--- src/rtl/jk_bank_ctrl.sv ---
// jk_bank_ctrl: command sequencer driving a WIDTH-bit JK flip-flop bank.
// Optional ROTL on op 7 when JK_BANK_CTRL_ROTATE_EN is defined.
module jk_bank_ctrl #(
  parameter int WIDTH = 8,
  parameter int CNT_W = 4
) (
  input  logic             clk,
  input  logic             rst,
  input  logic             cmd_valid,
  output logic             cmd_ready,
  input  logic [2:0]       cmd_op,
  input  logic [WIDTH-1:0] cmd_data,
  input  logic [CNT_W-1:0] cmd_cnt,
  input  logic [WIDTH-1:0] q,
  output logic [WIDTH-1:0] j,
  output logic [WIDTH-1:0] k,
  output logic             busy,
  output logic             done,
  output logic             err
);

  typedef enum logic {IDLE, EXEC} state_t;

  localparam logic [2:0] OP_NOP = 3'd0;
  localparam logic [2:0] OP_LD  = 3'd1;
  localparam logic [2:0] OP_CLR = 3'd2;
  localparam logic [2:0] OP_SET = 3'd3;
  localparam logic [2:0] OP_TGL = 3'd4;
  localparam logic [2:0] OP_SHL = 3'd5;
  localparam logic [2:0] OP_SHR = 3'd6;
  localparam logic [2:0] OP_ROT = 3'd7;

  localparam logic [CNT_W-1:0] CNT_ONE =
    {{(CNT_W-1){1'b0}}, 1'b1};

  state_t           state_q, state_d;
  logic [2:0]       op_q;
  logic [WIDTH-1:0] data_q;
  logic [CNT_W-1:0] cnt_q, cnt_ld;
  logic             done_d, err_d;
  logic             accept, op_legal, op_multi, last;
  logic [WIDTH-1:0] t;

  assign cmd_ready = (state_q == IDLE);
  assign busy      = (state_q == EXEC);
  assign last      = (cnt_q == CNT_ONE);

  // Opcode legality and run length of the incoming command
  always_comb begin
`ifdef JK_BANK_CTRL_ROTATE_EN
    op_legal = 1'b1;
    op_multi = (cmd_op == OP_SHL) || (cmd_op == OP_SHR)
            || (cmd_op == OP_ROT);
`else
    op_legal = (cmd_op != OP_ROT);
    op_multi = (cmd_op == OP_SHL) || (cmd_op == OP_SHR);
`endif
    cnt_ld = CNT_ONE;
    if (op_multi && (cmd_cnt != '0))
      cnt_ld = cmd_cnt;
  end

  // Next-state, accept and pulse generation
  always_comb begin
    state_d = state_q;
    done_d  = 1'b0;
    err_d   = 1'b0;
    accept  = 1'b0;
    case (state_q)
      IDLE: begin
        if (cmd_valid) begin
          if (op_legal) begin
            accept  = 1'b1;
            state_d = EXEC;
          end else begin
            err_d = 1'b1;
          end
        end
      end
      EXEC: begin
        if (last) begin
          state_d = IDLE;
          done_d  = 1'b1;
        end
      end
      default: state_d = IDLE;
    endcase
  end

  // State, pulses and latched command
  always_ff @(posedge clk or negedge rst) begin
    if (!rst) begin
      state_q <= IDLE;
      done    <= 1'b0;
      err     <= 1'b0;
      op_q    <= '0;
      data_q  <= '0;
      cnt_q   <= '0;
    end else begin
      state_q <= state_d;
      done    <= done_d;
      err     <= err_d;
      if (accept) begin
        op_q   <= cmd_op;
        data_q <= cmd_data;
        cnt_q  <= cnt_ld;
      end else if (busy && !last) begin
        cnt_q <= cnt_q - CNT_ONE;
      end
    end
  end

  // Per-op J/K drive; bank holds outside EXEC
  always_comb begin
    j = '0;
    k = '0;
    t = '0;
    if (busy) begin
      case (op_q)
        OP_NOP: begin
          j = '0;
          k = '0;
        end
        OP_LD: begin
          j = data_q;
          k = ~data_q;
        end
        OP_CLR: begin
          j = '0;
          k = '1;
        end
        OP_SET: begin
          j = '1;
          k = '0;
        end
        OP_TGL: begin
          j = data_q;
          k = data_q;
        end
        OP_SHL: begin
          t = {q[WIDTH-2:0], data_q[0]};
          j = t;
          k = ~t;
        end
        OP_SHR: begin
          t = {data_q[0], q[WIDTH-1:1]};
          j = t;
          k = ~t;
        end
`ifdef JK_BANK_CTRL_ROTATE_EN
        OP_ROT: begin
          t = {q[WIDTH-2:0], q[WIDTH-1]};
          j = t;
          k = ~t;
        end
`endif
        default: begin
          j = '0;
          k = '0;
        end
      endcase
    end
  end

endmodule

--- config.mk ---
export PLATFORM = sky130hd
export DESIGN_NAME = jk_bank_ctrl
export DESIGN_NICKNAME = d
export VERILOG_FILES = /design/src/rtl/jk_bank_ctrl.sv
export SDC_FILE = /design/constraint.sdc
export NUM_CORES = 1
export LEC_CHECK = 0
export ABC_AREA = 1
export CORE_ASPECT_RATIO = 1.2
export CORE_UTILIZATION = 45
export DETAILED_ROUTE_END_ITERATION = 8
export HOLD_SLACK_MARGIN = 0.15
export PLACE_DENSITY = 0.81
export SLEW_MARGIN = 20
export SYNTH_ARGS = -nofsm -noshare
export SYNTH_HDL_FRONTEND = slang
export SYNTH_SLANG_ARGS = --single-unit
--- constraint.sdc ---
create_clock -name clk -period 1.5 [get_ports clk]
set_input_delay 0.3 -clock clk [delete_from_list [all_inputs] [get_ports clk]]
set_output_delay 0.3 -clock clk [all_outputs]
set_load 0.01 [all_outputs]
==> reports/metrics.cfg <==
[timing]
setup_viol=16
finalHoldViolCount=0
fin_skew_ns=0.00444
worst_slew_pin_slew_ns=0.344
fmax_ghz=0.495
slew_headroom=0.769
finalCritPeriodShare=1.35
grt_setup_unrepaired=true
fin_ws_ns=-0.520
finalCriticalPeriod_ns=2.02
final.setup.tns_ns=-7.53
slew_viol_final=0

[synthesis]
ys_types=23
yosys_most_used_dff=dfrtp_1
avgSynthCellArea_sq_um=5.98
syn-num-nets=260
ys_warn_count=0
syn_area_sq_um=1390
yosys-top-cells-area=dfrtp_1 32%, nand2_1 15%, nor2_1 15%
synthTopCellsByCount=56 x nand2_1, 54 x nor2_1, 35 x nand3_1
netlist.area_leader.share=0.325
syn_inst=232
synth_most_common_cell=nand2_1
yosysSeqAreaShare=0.325
synth_edf_count=0
async_flop_share=1.00
ys_seq_elements=18
synth_top_area_cell=dfrtp_1

[pwr]
irDropWorstVdd_v=0.00159
clockPowerShare=0.048
comb_power_share=0.779
p_int_uw=2700
p_per_area_nw_per_um2=2150
power_uw=5300
power.switching_uw=2600
p_leak_uw=0.00127
switching_share=0.491
p_seq_frac=0.173

[detailed_routing]
viasPerCell=5.61
dr_total_vias=2009
drc_errors=0
finalWirelength_mm=5.47
first_iter_violations=110
dr.pass1.iters=6
wl_per_cell_microns=15.3
ant_nets=0

[clocking]
cts_sinks=18
cts.htree.levels=1
ctsHoldBuffers=0
tritoncts=built
numCtsBuffers=3
insertion_delay_ns=0.30
clkSlewWorstSetupHoldPaths_ns=0.10
cts_root_buf=clkbuf_4
clockBufferDepth=2

[layout]
multiInputGateArea_sq_um=987
seqCellArea_sq_um=453
nNetsFinal=354
area_growth_pct=77.3
n_fill_cell=175
drive_gt1_frac=0.358
n_antenna_cell=0

[run_status]
status=complete, but fails checks
violations=negative setup slack

[floorplan]
die_x_microns=52.7
fp.dieH_microns=62.8
io_pins=46
dieArea_sq_um=3310
core_area_sq_um=2860
row_count=21
start_util=0.484

[setup_path]
crit_required_ns=1.20
criticalPathCategory=reg2out
start_kind=flip-flop
critPathCaptureType=output port
worstPathArrival_ns=1.72
crit_fanout=4

[global_routing]
gr-usage-all-layers=0.316
antenna_found_initial=0
grt_pass1_wl_mm=7.94
grt_overflow_total=0
grt_max_degree=19
grt_pass1_vias=1839

[place]
port_buffers=45
dp_hpwl_mm=3.09
finalWeightedCongestion=0.874

[min_path]
min_path_type=in2async

[job]
max-cap-violations=0

[metrics by stage]
| step | area (sq um) | worst slack (ns) | std cells | utilization | hold slack [ns] |
|---|---|---|---|---|---|
| 6_report | 2460 | -0.520 | 358 | 0.858 | 0.337 |
| 5_1_grt | 2460 | -0.620 | 358 | 0.858 | 0.348 |
| 4_1_cts | 2340 | -0.427 | 354 | 0.818 | 0.347 |
| 3_5_place_dp | 2170 | -0.541 | 342 | 0.759 | 0.532 |
| 3_3_place_gp | 2170 | -0.546 | 342 | 0.759 | 0.525 |
| 2_1_floorplan | 1400 | -0.00120 | 232 | - | 0.00441 |
[flip-flops by register name, indices dropped and copies added, names as in the netlist]
signal and flops:
done 1, err 1, op_q 3, cnt_q 4, busy 1, data_q 8
[per-layer routing]
layer	track usage	share of wire	vias to the layer above	wire length (microns)
li1	-	-	925	-
met1	0.359	0.38	935	2080
met2	0.552	0.51	119	2770
met3	0.0535	0.074	30	403
met4	0.145	0.040	0	219
met5	0	0	-	0
[worst max-delay path, cell delays in order, from the launching register on]
cell and delay, ns:
dfrtp_2 0.48, buf_6 0.16, nor2_2 0.12, nand2_1 0.17, o21ai_1 0.17, nor2_1 0.09
nor2_1 0.10, buf_2 0.14
[path summary, 6_finish.rpt]
| kind | startpoint | end | slack, ns | cells after the start |
|---|---|---|---|---|
| min | rst | data_q[4]$_DFFE_PN0P_ | 0.34 | 2 |
| max in group asynchronous | rst | op_q[0]$_DFFE_PN0P_ | 0.94 | 2 |
| max | op_q[2]$_DFFE_PN0P_ | k[3] | -0.52 | 7 |
| min in group clk | cmd_data[6] | data_q[6]$_DFFE_PN0P_ | 0.55 | 3 |
| max reg2reg | busy$_DFF_PN0_ | cnt_q[0]$_DFFE_PN0P_ | 0.20 | 8 |
| min reg2reg | cnt_q[3]$_DFFE_PN0P_ | cnt_q[3]$_DFFE_PN0P_ | 0.56 | 2 |
[power by group through the flow]
stage | Sequential, uW | Combinational [uW] | Clock (uW)
4_1_cts | 898 | 3640 | 248
2_1_floorplan | 881 | 1700 | 0
3_5_place_dp | 886 | 3390 | 0
6_report | 918 | 4130 | 252
5_1_grt | 947 | 4430 | 282
3_3_place_gp | 881 | 3330 | 0
[kinds of logic (layout without fill, tap and decap cells)]
logic type               count (synthesis)  in the layout  synth area share
buffers and inverters                   33            125            0.0920
AO/OA/AOI/OAI                           27             27             0.105
AND/OR/NAND/NOR                        152            152             0.460
flip-flops                              18             18             0.325
adder cells (fa/ha/maj)                  2              2            0.0180
[layout by cell type (no fill, tap or decap), types with 4 or more instances in the layout]
cell,n
nor2_4,6
nand2_2,5
buf_6,11
buf_2,17
dfrtp_1,16
clkdlybuf4s50_1,26
buf_4,34
a21oi_1,4
nand3_2,12
nor2_2,12
inv_1,24
nand2_1,50
nor2_1,39
o21ai_0,10
o21ai_1,8
nand3_1,22
[timing repair]
item                                    CTS  global route
setup buffers                             8             4
gates cloned                              1             0
resized for setup                       107            25
pin swaps                                18            23
endpoints found under the setup margin   18            19
[layout make-up]
class / instances / share of cell area
Clock buffer: 3 / 0.00916
Multi-Input combinational cell: 181 / 0.402
Timing Repair Buffer: 94 / 0.341
Sequential cell: 18 / 0.184
Tap cell: 34 / 0.0173
Inverter: 28 / 0.0468
Power figures use the tool's default switching activity.
